**config.mk**
```make
export PLATFORM = sky130hd
export DESIGN_NAME = quad_overlay_gen
export DESIGN_NICKNAME = d
export VERILOG_FILES = /design/src/rtl/quad_overlay_gen_pkg.sv /design/src/rtl/quad_overlay_gen_box_test.sv /design/src/rtl/quad_overlay_gen.sv
export SDC_FILE = /design/constraint.sdc
export NUM_CORES = 1
export LEC_CHECK = 0
export BUFFER_PORTS_ARGS = -buffer_cell sky130_fd_sc_hd__buf_2
export CORE_ASPECT_RATIO = 0.75
export CORE_MARGIN = 8
export CORE_UTILIZATION = 55
export DETAILED_ROUTE_END_ITERATION = 8
export GPL_TIMING_DRIVEN = 0
export PLACE_DENSITY = 0.77
export SLEW_MARGIN = 10
export SYNTH_ARGS = -nofsm -noshare
export SYNTH_HDL_FRONTEND = slang
export SYNTH_SLANG_ARGS = --single-unit
```
**constraint.sdc**
```tcl
create_clock -name i_clk -period 23.6 [get_ports i_clk]
set_clock_uncertainty 0.1 [all_clocks]
set_input_delay 1.18 -clock i_clk [delete_from_list [all_inputs] [get_ports i_clk]]
set_output_delay 1.18 -clock i_clk [all_outputs]
set_load 0.02 [all_outputs]
```
**src/rtl/quad_overlay_gen_pkg.sv**
```systemverilog
// Shared types and helpers for the quad overlay generator: mode encoding,
// RGB pixel layout, corner-mark colour and saturating arithmetic.
package overlay_pkg;

  typedef enum logic [1:0] {
    OVL_OFF     = 2'd0,
    OVL_FILL    = 2'd1,
    OVL_OUTLINE = 2'd2,
    OVL_BLEND   = 2'd3
  } ovl_mode_t;

  typedef struct packed {
    logic [9:0] r;
    logic [9:0] g;
    logic [9:0] b;
  } rgb30_t;

  localparam logic [29:0] MARK_COLOR = 30'h3FF00000;

  function automatic logic [31:0] sat_add(input logic [31:0] a, input logic [31:0] b,
                                          input logic [31:0] max);
    logic [32:0] s;
    s = {1'b0, a} + {1'b0, b};
    return (s > {1'b0, max}) ? max : s[31:0];
  endfunction

  function automatic logic [31:0] sat_sub(input logic [31:0] a, input logic [31:0] b);
    return (a > b) ? (a - b) : '0;
  endfunction

  // Channel average with an 11-bit intermediate so the carry is kept.
  function automatic rgb30_t blend(input rgb30_t p, input rgb30_t c);
    logic [10:0] r;
    logic [10:0] g;
    logic [10:0] b;
    rgb30_t      o;
    r   = {1'b0, p.r} + {1'b0, c.r};
    g   = {1'b0, p.g} + {1'b0, c.g};
    b   = {1'b0, p.b} + {1'b0, c.b};
    o.r = r[10:1];
    o.g = g[10:1];
    o.b = b[10:1];
    return o;
  endfunction

endpackage

```
**src/rtl/quad_overlay_gen_box_test.sv**
```systemverilog
// Combinational box membership: spans [cen-LO_SPAN, cen+HI_SPAN] per axis,
// clipped to the frame, with a BORDER-thick ring flag.
module ovl_box_test
  import overlay_pkg::*;
#(
  parameter int unsigned AW      = 10,
  parameter int unsigned LO_SPAN = 64,
  parameter int unsigned HI_SPAN = 63,
  parameter int unsigned BORDER  = 2,
  parameter int unsigned ROW_MAX = 599,
  parameter int unsigned COL_MAX = 799
) (
  input  logic [AW-1:0] i_row,
  input  logic [AW-1:0] i_col,
  input  logic [AW-1:0] i_cen_row,
  input  logic [AW-1:0] i_cen_col,
  output logic          o_inside,
  output logic          o_ring
);

  logic [31:0] w_row, w_col;
  logic [31:0] w_lo_r, w_hi_r, w_lo_c, w_hi_c;
  logic        w_in_r, w_in_c, w_edge_r, w_edge_c;

  assign w_row  = 32'(i_row);
  assign w_col  = 32'(i_col);
  assign w_lo_r = sat_sub(32'(i_cen_row), LO_SPAN);
  assign w_hi_r = sat_add(32'(i_cen_row), HI_SPAN, ROW_MAX);
  assign w_lo_c = sat_sub(32'(i_cen_col), LO_SPAN);
  assign w_hi_c = sat_add(32'(i_cen_col), HI_SPAN, COL_MAX);

  assign w_in_r   = (w_row >= w_lo_r) && (w_row <= w_hi_r);
  assign w_in_c   = (w_col >= w_lo_c) && (w_col <= w_hi_c);
  assign w_edge_r = (w_row < w_lo_r + BORDER) || (w_row + BORDER > w_hi_r);
  assign w_edge_c = (w_col < w_lo_c + BORDER) || (w_col + BORDER > w_hi_c);

  assign o_inside = w_in_r & w_in_c;
  assign o_ring   = o_inside & (w_edge_r | w_edge_c);

endmodule

```
**src/rtl/quad_overlay_gen.sv**
```systemverilog
// In-stream box overlay centred on the mean of four corners, committed at frame start.
// Optional OVERLAY_CORNER_MARK_EN adds 3x3 MARK_COLOR squares on the active corners.
module quad_overlay_gen
  import overlay_pkg::*;
#(
  parameter int unsigned H_ACTIVE = 800,
  parameter int unsigned V_ACTIVE = 600,
  parameter int unsigned HALF     = 64,
  parameter int unsigned BORDER   = 2,
  parameter int unsigned AW       = 10
) (
  input  logic          i_clk,
  input  logic          i_rst_n,
  input  logic          i_valid,
  input  logic          i_sof,
  input  logic [31:0]   i_data,
  input  logic          i_addr_valid,
  input  logic [2*AW-1:0] i_ul_addr,
  input  logic [2*AW-1:0] i_ur_addr,
  input  logic [2*AW-1:0] i_dl_addr,
  input  logic [2*AW-1:0] i_dr_addr,
  input  logic          i_enable,
  input  logic [1:0]    i_mode,
  input  logic [29:0]   i_color,
  input  logic          i_pause,
  output logic          o_valid,
  output logic          o_sof,
  output logic [31:0]   o_data
);

  localparam logic [AW-1:0] COL_LAST = AW'(H_ACTIVE - 1);
  localparam logic [AW-1:0] ROW_LAST = AW'(V_ACTIVE - 1);

  function automatic logic [AW-1:0] centre4(input logic [AW-1:0] a, input logic [AW-1:0] b,
                                            input logic [AW-1:0] c, input logic [AW-1:0] d);
    logic [AW+1:0] s;
    s = {2'b00, a} + {2'b00, b} + {2'b00, c} + {2'b00, d};
    return s[AW+1:2];
  endfunction

  logic [AW-1:0] r_row, r_col, w_pos_row, w_pos_col;
  logic          w_sof, w_commit, w_upd;
  logic [AW-1:0] w_in_cen_row, w_in_cen_col;
  logic [AW-1:0] r_sh_cen_row, r_sh_cen_col, r_ac_cen_row, r_ac_cen_col;
  logic          r_sh_en, r_ac_en;
  ovl_mode_t     r_sh_mode, r_ac_mode;
  logic [29:0]   r_sh_color, r_ac_color;
  logic [AW-1:0] w_src_cen_row, w_src_cen_col, w_eff_cen_row, w_eff_cen_col;
  logic          w_src_en, w_eff_en;
  ovl_mode_t     w_src_mode, w_eff_mode;
  logic [29:0]   w_src_color, w_eff_color;
  logic          w_inside, w_ring;
  logic [31:0]   w_pix;

  assign w_sof     = i_sof & i_valid;
  assign w_pos_row = w_sof ? '0 : r_row;
  assign w_pos_col = w_sof ? '0 : r_col;
  assign w_commit  = i_valid && (w_pos_row == '0) && (w_pos_col == '0);
  assign w_upd     = i_addr_valid & ~i_pause;

  assign w_in_cen_row = centre4(i_ul_addr[2*AW-1:AW], i_ur_addr[2*AW-1:AW],
                                i_dl_addr[2*AW-1:AW], i_dr_addr[2*AW-1:AW]);
  assign w_in_cen_col = centre4(i_ul_addr[AW-1:0], i_ur_addr[AW-1:0],
                                i_dl_addr[AW-1:0], i_dr_addr[AW-1:0]);

  // The set being committed also drives the (0,0) pixel itself, so a
  // same-cycle update bypasses the shadow registers.
  assign w_src_cen_row = w_upd ? w_in_cen_row : r_sh_cen_row;
  assign w_src_cen_col = w_upd ? w_in_cen_col : r_sh_cen_col;
  assign w_src_en      = w_upd ? i_enable : r_sh_en;
  assign w_src_mode    = w_upd ? ovl_mode_t'(i_mode) : r_sh_mode;
  assign w_src_color   = w_upd ? i_color : r_sh_color;

  assign w_eff_cen_row = w_commit ? w_src_cen_row : r_ac_cen_row;
  assign w_eff_cen_col = w_commit ? w_src_cen_col : r_ac_cen_col;
  assign w_eff_en      = w_commit ? w_src_en : r_ac_en;
  assign w_eff_mode    = w_commit ? w_src_mode : r_ac_mode;
  assign w_eff_color   = w_commit ? w_src_color : r_ac_color;

  ovl_box_test #(
    .AW(AW), .LO_SPAN(HALF), .HI_SPAN(HALF - 1), .BORDER(BORDER),
    .ROW_MAX(V_ACTIVE - 1), .COL_MAX(H_ACTIVE - 1)
  ) u_box (
    .i_row(w_pos_row), .i_col(w_pos_col),
    .i_cen_row(w_eff_cen_row), .i_cen_col(w_eff_cen_col),
    .o_inside(w_inside), .o_ring(w_ring)
  );

`ifdef OVERLAY_CORNER_MARK_EN
  logic [3:0][2*AW-1:0] r_sh_corner, r_ac_corner, w_in_corner, w_src_corner, w_eff_corner;
  logic [3:0]           w_mark_in, w_mark_ring;
  logic                 w_mark_hit;

  assign w_in_corner  = {i_dr_addr, i_dl_addr, i_ur_addr, i_ul_addr};
  assign w_src_corner = w_upd ? w_in_corner : r_sh_corner;
  assign w_eff_corner = w_commit ? w_src_corner : r_ac_corner;

  for (genvar k = 0; k < 4; k++) begin : g_mark
    ovl_box_test #(
      .AW(AW), .LO_SPAN(1), .HI_SPAN(1), .BORDER(1),
      .ROW_MAX(V_ACTIVE - 1), .COL_MAX(H_ACTIVE - 1)
    ) u_mark (
      .i_row(w_pos_row), .i_col(w_pos_col),
      .i_cen_row(w_eff_corner[k][2*AW-1:AW]), .i_cen_col(w_eff_corner[k][AW-1:0]),
      .o_inside(w_mark_in[k]), .o_ring(w_mark_ring[k])
    );
  end

  assign w_mark_hit = |(w_mark_in | w_mark_ring);

  always_ff @(posedge i_clk or negedge i_rst_n) begin
    if (!i_rst_n) begin
      r_sh_corner <= '0;
      r_ac_corner <= '0;
    end else begin
      if (w_upd)    r_sh_corner <= w_in_corner;
      if (w_commit) r_ac_corner <= w_src_corner;
    end
  end
`endif

  always_comb begin
    w_pix = i_data;
    if (w_eff_en) begin
      case (w_eff_mode)
        OVL_FILL:    if (w_inside) w_pix = {2'b00, w_eff_color};
        OVL_OUTLINE: if (w_ring)   w_pix = {2'b00, w_eff_color};
        OVL_BLEND:   if (w_inside) w_pix = {2'b00, blend(rgb30_t'(i_data[29:0]), rgb30_t'(w_eff_color))};
        default:     ;
      endcase
    end
`ifdef OVERLAY_CORNER_MARK_EN
    if (w_eff_en && w_mark_hit) w_pix = {2'b00, MARK_COLOR};
`endif
  end

  always_ff @(posedge i_clk or negedge i_rst_n) begin
    if (!i_rst_n) begin
      r_row        <= '0;
      r_col        <= '0;
      r_sh_cen_row <= '0;
      r_sh_cen_col <= '0;
      r_sh_en      <= 1'b0;
      r_sh_mode    <= OVL_OFF;
      r_sh_color   <= '0;
      r_ac_cen_row <= '0;
      r_ac_cen_col <= '0;
      r_ac_en      <= 1'b0;
      r_ac_mode    <= OVL_OFF;
      r_ac_color   <= '0;
      o_valid      <= 1'b0;
      o_sof        <= 1'b0;
      o_data       <= '0;
    end else begin
      if (i_valid) begin
        if (w_pos_col == COL_LAST) begin
          r_col <= '0;
          r_row <= (w_pos_row == ROW_LAST) ? '0 : w_pos_row + 1'b1;
        end else begin
          r_col <= w_pos_col + 1'b1;
          r_row <= w_pos_row;
        end
      end
      if (w_upd) begin
        r_sh_cen_row <= w_in_cen_row;
        r_sh_cen_col <= w_in_cen_col;
        r_sh_en      <= i_enable;
        r_sh_mode    <= ovl_mode_t'(i_mode);
        r_sh_color   <= i_color;
      end
      if (w_commit) begin
        r_ac_cen_row <= w_src_cen_row;
        r_ac_cen_col <= w_src_cen_col;
        r_ac_en      <= w_src_en;
        r_ac_mode    <= w_src_mode;
        r_ac_color   <= w_src_color;
      end
      o_valid <= i_valid;
      o_sof   <= w_sof;
      o_data  <= w_pix;
    end
  end

endmodule
```
==> results.yml <==
timing:
  finalSetupTns_ns: 0
  maxSlewHeadroom: 0.388
  fin_ws_ns: 11.95
  setup_viol: 0
  slew_violations: 0
  final_hold_viol_count: 0
  worstMarginPinSlew_ns: 0.918
  max_freq_mhz: 85.9
  rsz0062_at_grt: "false"
  min_period_ns: 11.65
  finalCritPeriodShare: 0.493
critical_path:
  cpMaxStageDelayCell: "clkbuf_1"
  startpoint_type: "primary input"
  arrival_ns: 11.88
  cp_num_buf_inv: 8
  critical_path_required_ns: 23.83
  end_kind: "register"
  cp_top_family: "compound AO/OA/AOI/OAI gates"
  cp_max_fo: 10
  worst-r2r-setup-slack_ns: 13.01
  critical_path_class: "in -> reg"
  crit_path_max_incr_delay_ns: 0.54
hold_path:
  min_path_type: "reg -> reg"
synthesis:
  synthDistinctLibCells: 90
  yosys_warnings: 0
  synth_flop_cell: "dfrtp_1"
  synth-seq-cells: 160
  synthArstFlopShare: 1.00
  synth-edff-count: 0
  postSynthCellCount: 1607
  ys_seq_area_frac: 0.288
  avgSynthCellArea_um2: 8.65
  syn_area_um2: 13900
final_layout:
  final_nets: 2167
  finalNonFillerCells: 2174
  drive_above_1_share: 0.146
  synthToLayoutAreaGrowth_pct: 14.6
  nFillCells: 2147
global_route:
  grt_antenna_before_repair: 1
  grt_util_all_layers: 0.260
  grt_max_degree: 111
  grt_pass1_wl_mm: 63.9
  grt_pass1_vias: 12300
  grt_overflow: 0
placed_design:
  dp_cells: 2141
  gp_congestion: 0.943
  place_hpwl_mm: 32.3
  pre_cts_ws_ns: 11.89
  port_buffers: 184
detailed_routing:
  dr_wl_met2_mm: 17.3
  drt-vias-per-instance: 5.84
  routed_wl_mm: 40.3
  drt-pass1-iter-count: 5
  wl_met3_mm: 3.58
  met1Wirelength_mm: 18.5
  top_layer: "met4"
  via_count: 12700
  ant_nets: 0
  drtIter0Drc: 1051
  route.detailed.drc: 0
  wl_per_cell_um: 18.5
die:
  fp-row-count: 50
  core_area_um2: 24900
  io_pins: 185
  die_y_um: 154
  initial_core_util: 0.558
  dieWidth_um: 200
  dieArea_um2: 30700
job:
  max-cap-violations: 0
clocking:
  cts_setup_buffers: 0
  cts_tree: "built"
  cts.sinks: 160
  clk_latency_ns: 0.44
  numCtsBuffers: 17
  clkTransAtPathRegs_ns: 0.08
  ctsHoldBuffers: 0
  htreeDepth: 4
  cts-root-buf: "clkbuf_16"
  clock_path_buffers: 2
  cts_resized: 0
power_and_ir_drop:
  powerDensity_nw_per_um2: 109
  ir_drop_uv: 50.0
  power.leakage_nw: 8.29
status:
  status: "completed"
Yosys cell counts, types with 5 or more instances:
cell | count | area [um^2]
a211o_1 | 6 | 52.6
a211oi_1 | 11 | 82.6
a21o_1 | 46 | 345
a21oi_1 | 62 | 310
a221oi_1 | 7 | 61.3
a31oi_1 | 5 | 31.3
a32o_1 | 9 | 90.1
and2_1 | 28 | 175
and3_1 | 26 | 163
buf_1 | 6 | 22.5
buf_2 | 7 | 35.0
clkbuf_1 | 29 | 109
dfrtp_1 | 160 | 4000
fa_1 | 43 | 861
ha_1 | 151 | 1890
inv_1 | 198 | 743
mux2_2 | 8 | 90.1
mux2i_1 | 33 | 330
nand2_1 | 194 | 728
nand2b_1 | 9 | 56.3
nand3_1 | 53 | 265
nand4_1 | 14 | 87.6
nor2_1 | 91 | 342
nor2b_1 | 11 | 68.8
nor3_1 | 27 | 135
nor3b_1 | 13 | 97.6
nor4_1 | 11 | 68.8
nor4bb_1 | 5 | 50.1
o2111ai_1 | 6 | 52.6
o211ai_1 | 20 | 150
o21a_1 | 15 | 113
o21ai_0 | 90 | 450
o21bai_1 | 17 | 128
o22ai_1 | 9 | 56.3
o31ai_1 | 8 | 60.1
or3_1 | 8 | 50.1
or4_1 | 5 | 37.5
xnor2_1 | 45 | 394
xor2_1 | 26 | 228
placed cells by master (no fill, tap or decap), types with 9 or more instances in the layout:
cell type  netlist  layout
and2_1          28      28
and3_1          26      26
nor2b_1         11      11
nor4_1          11      11
clkbuf_16        0      17
xnor2_1         45      45
nand2b_1         9       9
inv_1          198     198
buf_2            7     190
fa_1            43      43
nand4_1         14      14
nor3_1          27      27
xor2_1          26      26
ha_1           151     151
nand3_1         53      53
a32o_1           9       9
o211ai_1        20      20
o22ai_1          9       9
o21a_1          15      15
a21oi_1         62      62
nor2_1          91      91
dfrtp_1        160     160
o21ai_0         90      90
mux2i_1         33      33
nand2_1        194     194
a21o_1          46      46
clkbuf_1        29      29
o21bai_1        17      17
nor3b_1         13      13
conb_1           1      12
a211oi_1        11      11
flip-flops by register name, summed over array words and instances, names as in the netlist:
| signal | count |
|---|---|
| o_data | 32 |
| r_ac_color | 30 |
| r_sh_color | 30 |
| r_ac_cen_col | 10 |
| r_ac_cen_row | 10 |
| r_col | 10 |
| r_row | 10 |
| r_sh_cen_col | 10 |
| r_sh_cen_row | 10 |
| r_ac_mode | 2 |
| r_sh_mode | 2 |
| o_sof | 1 |
| o_valid | 1 |
| r_ac_en | 1 |
| r_sh_en | 1 |
layout make-up:
class | instances | area [um^2] | area share
Clock buffer | 18 | 439 | 0.0276
Buffer | 47 | 205 | 0.0129
Inverter | 201 | 754 | 0.0473
Clock inverter | 14 | 165 | 0.0104
Antenna cell | 1 | 2.50 | 0.000157
Timing Repair Buffer | 185 | 958 | 0.0601
Multi-Input combinational cell | 1210 | 8980 | 0.564
Sequential cell | 160 | 4000 | 0.251
Tap cell | 338 | 423 | 0.0265
layer usage:
layer | global-route usage | vias up
met1 | 0.375 | 6097
met2 | 0.384 | 518
met4 | 0.0878 | 0
met3 | 0.0497 | 68
met5 | 0 | -
li1 | - | 6018
per-stage QoR:
stage	util	hold WS (ns)	total power, W	cell area [um^2]
final	0.640	0.376	0.00174	15900
after global routing	0.640	0.399	0.00187	15900
after CTS	0.640	0.380	0.00172	15900
after detailed placement	0.615	0.359	0.00142	15300
after global placement	0.614	0.356	0.00139	15300
after floorplan	-	0.340	0.00114	13900
tightest hold or removal path: stages (launching register included):
cell	delay, ns
dfrtp_1	0.33
nand2_1	0.04
nand2_1	0.07
kinds of logic after synthesis:
| kind of cell | share of synthesized area |
|---|---|
| AND/OR/NAND/NOR | 0.186 |
| AO/OA/AOI/OAI | 0.184 |
| buffers and inverters | 0.0690 |
| adder cells (fa/ha/maj) | 0.198 |
| flip-flops | 0.288 |
| XOR/XNOR | 0.0447 |
| multiplexers | 0.0302 |
| other | 0.000270 |
where the power goes:
| group | total (W) | internal (W) | switching (W) |
|---|---|---|---|
| clock | 0.000284 | 0.000145 | 0.000138 |
| sequential | 0.000376 | 0.000346 | 0.0000296 |
| combinational | 0.00108 | 0.000404 | 0.000674 |
| total | 0.00174 | 0.000896 | 0.000842 |
final timing paths:
path | end | cells past startpoint | start
max in group asynchronous | r_row[2]$_DFFE_PN0P_ | 2 | i_rst_n
worst max-delay path | o_data[21]$_DFF_PN0_ | 39 | i_sof
min in group asynchronous | r_sh_color[18]$_DFF_PN0_ | 1 | i_rst_n
worst min-delay path | r_sh_color[26]$_DFF_PN0_ | 2 | r_sh_color[26]$_DFF_PN0_
worst min register to register | r_sh_color[26]$_DFF_PN0_ | 2 | r_sh_color[26]$_DFF_PN0_
worst max register to register | o_data[21]$_DFF_PN0_ | 36 | r_col[0]$_DFFE_PN0P_
Power figures use the tool's default switching activity.
